==> src/rtl/elastic_pipereg_pkg.sv <==
// Shared types and helpers for the elastic pipeline register.
// The event encoding names the four ways a cycle can move the buffer.
package elastic_pipereg_pkg;

   typedef enum logic [1:0] {
      EV_IDLE = 2'b00,
      EV_POP  = 2'b01,
      EV_PUSH = 2'b10,
      EV_BOTH = 2'b11
   } ev_e;

   // Pointer width for a ring of the given depth (at least one bit).
   function automatic int unsigned ptr_w(input int unsigned depth);
      return (depth > 1) ? $clog2(depth) : 1;
   endfunction

endpackage

==> src/rtl/elastic_pipereg_ring_ptr.sv <==
// Wrapping ring pointer: counts 0..DEPTH-1 and wraps to 0, with a
// synchronous clear that overrides the increment.
module ring_ptr
   import elastic_pipereg_pkg::*;
#(
   parameter int DEPTH = 2
) (
   input  logic                      clk,
   input  logic                      reset_n,
   input  logic                      clr,
   input  logic                      inc,
   output logic [ptr_w(DEPTH)-1:0]   ptr
);

   localparam int PW = ptr_w(DEPTH);
   localparam logic [PW-1:0] LAST = PW'(DEPTH - 1);

   always_ff @(posedge clk or negedge reset_n) begin
      if (!reset_n) begin
         ptr <= '0;
      end else if (clr) begin
         ptr <= '0;
      end else if (inc) begin
         ptr <= (ptr == LAST) ? '0 : ptr + PW'(1);
      end
   end

endmodule

==> src/rtl/elastic_pipereg.sv <==
// DEPTH-entry valid/ready circular buffer between pipeline stages with
// flush, stall, global advance gate and an occupancy count.
module elastic_pipereg
   import elastic_pipereg_pkg::*;
#(
   parameter type T     = logic,
   parameter T    INIT  = '0,
   parameter int  DEPTH = 2
) (
   input  logic                        clk,
   input  logic                        reset_n,
   input  logic                        in_valid,
   input  T                            in_data,
   output logic                        in_ready,
   output logic                        out_valid,
   output T                            out_data,
   input  logic                        out_ready,
   input  logic                        flush,
   input  logic                        stall,
   input  logic                        all_ready,
   output logic [$clog2(DEPTH+1)-1:0]  count
);

   localparam int CW = $clog2(DEPTH + 1);
   localparam int PW = ptr_w(DEPTH);
   localparam logic [CW-1:0] FULL = CW'(DEPTH);

   if (DEPTH < 2) begin : g_depth_chk
      $error("elastic_pipereg: DEPTH must be at least 2");
   end

   T              mem [DEPTH];
   logic [PW-1:0] rd_ptr;
   logic [PW-1:0] wr_ptr;
   logic          push;
   logic          pop;
   logic          flush_go;
   ev_e           ev;

   // in_ready depends only on registered count, never on out_ready.
   assign in_ready  = reset_n && all_ready && (count != FULL);
   assign out_valid = all_ready && !flush && !stall && (count != '0);
   assign out_data  = (count != '0) ? mem[rd_ptr] : INIT;

   assign push     = in_valid && in_ready && !flush;
   assign pop      = out_valid && out_ready;
   assign flush_go = flush && all_ready;

   always_comb begin
      ev = EV_IDLE;
      unique case ({push, pop})
         2'b10:   ev = EV_PUSH;
         2'b01:   ev = EV_POP;
         2'b11:   ev = EV_BOTH;
         default: ev = EV_IDLE;
      endcase
   end

   ring_ptr #(.DEPTH(DEPTH)) u_rd_ptr (
      .clk     (clk),
      .reset_n (reset_n),
      .clr     (flush_go),
      .inc     (pop),
      .ptr     (rd_ptr)
   );

   ring_ptr #(.DEPTH(DEPTH)) u_wr_ptr (
      .clk     (clk),
      .reset_n (reset_n),
      .clr     (flush_go),
      .inc     (push),
      .ptr     (wr_ptr)
   );

   always_ff @(posedge clk or negedge reset_n) begin
      if (!reset_n) begin
         for (int i = 0; i < DEPTH; i++) mem[i] <= INIT;
         count <= '0;
      end else if (flush_go) begin
         for (int i = 0; i < DEPTH; i++) mem[i] <= INIT;
         count <= '0;
      end else begin
         if (push) mem[wr_ptr] <= in_data;
         unique case (ev)
            EV_PUSH: count <= count + CW'(1);
            EV_POP:  count <= count - CW'(1);
            default: count <= count;
         endcase
      end
   end

endmodule

==> config.mk <==
export PLATFORM = sky130hd
export DESIGN_NAME = elastic_pipereg
export DESIGN_NICKNAME = d
export VERILOG_FILES = /design/src/rtl/elastic_pipereg_pkg.sv /design/src/rtl/elastic_pipereg_ring_ptr.sv /design/src/rtl/elastic_pipereg.sv
export SDC_FILE = /design/constraint.sdc
export NUM_CORES = 1
export LEC_CHECK = 0
export CAP_MARGIN = 40
export CORE_AREA = 5 5 42 44
export CTS_BUF_LIST = sky130_fd_sc_hd__clkbuf_4 sky130_fd_sc_hd__clkbuf_8
export DETAILED_ROUTE_END_ITERATION = 7
export DIE_AREA = 0 0 47 49
export MAX_ROUTING_LAYER = met4
export SYNTH_ARGS = -nofsm -noshare
export SYNTH_HDL_FRONTEND = slang
export SYNTH_SLANG_ARGS = --single-unit
==> constraint.sdc <==
create_clock -name clk -period 1.05 [get_ports clk]
set_clock_uncertainty 0.05 [all_clocks]
set_input_delay 0.21 -clock clk [delete_from_list [all_inputs] [get_ports clk]]
set_output_delay 0.21 -clock clk [all_outputs]
set_load 0.01 [all_outputs]
==> out/results.ini <==
[status]
status=finished with violations
violations=negative setup slack

[drt]
totalWireLength_um=1123
vias=430
via_per_inst=4.886
drc_errors=0
drt_pass1_iterations=2
detail_route.iter0.violations=4
antenna_left=0
post_drt_wl_per_cell_um=12.76

[clock_tree]
ctsHoldBuffers=0
clkTransAtPathRegs_ns=0.05
clockBufferDepth=2
cts_tree=built
htree_levels=1
cts_root_buf=clkbuf_4
cts_buffers=3
worstSkewPairLatency_ns=0.25
cts.sinks=6

[min_path]
hp-class=in -> async

[grt]
antenna_found_initial=0
grt_overflow=0
grt_pass1_vias=432
track_usage_pct=11.72
grt_max_degree=7
grt_pass1_wl_um=1883

[sta]
slew_headroom_pct=87.85
rsz0062_at_grt=true
hold_viol_final=0
tns_ns=-2.282
finalMaxSlewViolations=0
post-route-min-period_ns=1.392
worstMarginPinSlew_ns=0.1807
fmax_ghz=0.7186
finalCritPeriodShare_pct=132.5
finalWorstSetupSlack_ns=-0.3416
finalSetupViolations=11

[place]
dp.cells=78
gp_congestion=0.6529
place_hpwl_um=778.2
portBuffers=12
dp_slack_ns=-0.6994

[synthesis]
yosysSeqAreaShare_pct=39.74
ys_types=24
ys_ff_latch=6
syn_nets=47
syn_inst=39
yosys_warnings=0
syn_area_um2=377.9
synth_area_per_cell_um2=9.689

[critical_path]
cp_num_cells=4
reg2reg_depth=6
crit_type=reg -> out
path_delay_family=flip-flops
worstPathMaxFanout=3
cpPeakStageDelay_ns=0.37
worstPathArrival_ns=1.13
crit_chain=buf_6 -> nor2_4 -> nor4b_2 -> buf_2
crit_path_start_kind=flop
cp_slowest_cell=dfrtp_1
crit_buf_inv=2
crit_path_end_kind=primary output
crit_required_ns=0.79

[floorplanning]
die_h_um=49
core_area_mm2=0.001401
row_count=14
die_x_um=47
io_pins=13
start_util_pct=26.96
die_area_mm2=0.002303

[power_and_ir_drop]
p_sw_uw=179.4
pwr-share-clk_pct=37.3
comb_power_share_pct=26.2
p_int_uw=523.2
p_leak_nw=0.3230
switching_share_pct=25.53
power.density_mw_per_mm2=971.4
peakVddDrop_mv=0.6489
seqPwrFrac_pct=36.6

[final_layout]
layout_commonest_cell=buf_4
area_delta_synth_final_pct=91.39
layout.nets=81
stdcell_count=88
layout-drive-gt1-share_pct=54.17
antennaDiodeCount=0
final_cell_mix=11 x buf_4, 8 x buf_6, 5 x nand2_1, 5 x dfrtp_1

[run]
cap_violations=0

## sequential cells by signal (all words and copies together), names as in the netlist
signal and cells:
mem 2, u_rd_ptr.ptr 1, u_wr_ptr.ptr 1, count 2
## through the flow
| stage | total power [mW] | util (%) | hold WS, ns | instance area [um^2] |
|---|---|---|---|---|
| after detailed placement | 0.4112 | 43.57 | 0.4759 | 610.6 |
| after global placement | 0.4100 | 43.57 | 0.4701 | 610.6 |
| final | 0.7025 | 51.61 | 0.05376 | 723.2 |
| after CTS | 0.6942 | 49.55 | 0.05061 | 694.4 |
| after global routing | 0.7551 | 51.61 | 0.04158 | 723.2 |
| after floorplan | 0.3119 | - | -0.1356 | 387.9 |
## power by group through the flow
stage | registers [mW] | logic (mW) | clock network, mW
final | 0.257 | 0.184 | 0.262
after global routing | 0.259 | 0.198 | 0.298
after CTS | 0.256 | 0.167 | 0.271
after detailed placement | 0.259 | 0.152 | 0
after global placement | 0.259 | 0.151 | 0
after floorplan | 0.262 | 0.0495 | 0
## tightest hold or removal path: cells and delay by family
kind	cells	cell delay, ns
buf+inv	3	0.48
## synthesized netlist by cell type
cell       n  area [um^2]
a21oi_1    2        10.01
a31oi_1    1        6.260
and2_2     1        7.510
and2b_1    1        7.510
and4b_2    1        11.26
and4bb_2   1        12.51
dfrtp_1    6        150.1
inv_1      1        3.750
mux2i_1    3        30.03
nand2_1    5        18.77
nand2b_1   1        6.260
nand3_1    1        5.000
nand4b_1   1        8.760
nand4bb_1  1        11.26
nor2_1     3        11.26
nor2b_1    1        6.260
nor3_2     1        10.01
nor3b_2    1        12.51
nor4b_1    1        8.760
o2111ai_1  1        8.760
o211ai_1   1        7.510
o21ai_0    2        10.01
o31ai_1    1        7.510
or3_1      1        6.260
## what timing repair did
action	in CTS	in global routing
setup buffers	5	1
endpoints found under the setup margin	11	11
resized for setup	36	6
pin swaps	7	4
## metal layers
layer	vias to the layer above	global-route usage (%)	share of wire (%)
li1	212	-	-
met1	209	13.74	42
met2	9	17.87	53
met3	0	6.642	4.9
met4	0	1.382	0
met5	-	-	0
## area by class of cell
class	count	area, um^2
well taps	16	20.02
flip-flops and latches	6	151.4
inverters	1	3.754
repair buffers	29	254.0
multi-input cells	32	264.0
fillers	136	678.2
clock buffers	4	30.03
## kinds of logic after synthesis
| group | share of synthesized area [%] |
|---|---|
| compound gates | 13.25 |
| buf+inv | 0.9924 |
| flops | 39.73 |
| mux | 7.947 |
| simple gates | 38.08 |
## worst paths after layout
| check | start | endpoint | slack (ns) |
|---|---|---|---|
| min | reset_n | u_rd_ptr.ptr | 0.05 |
| min in group clk | flush | count[0] | 0.47 |
| max | count[1] | out_valid | -0.34 |
| min reg2reg | mem[0] | mem[0] | 0.48 |
| max reg2reg | count[1] | u_rd_ptr.ptr | -0.32 |
| max in group asynchronous | reset_n | count[0] | 0.77 |
No activity file was read; power rests on OpenSTA's default activity.
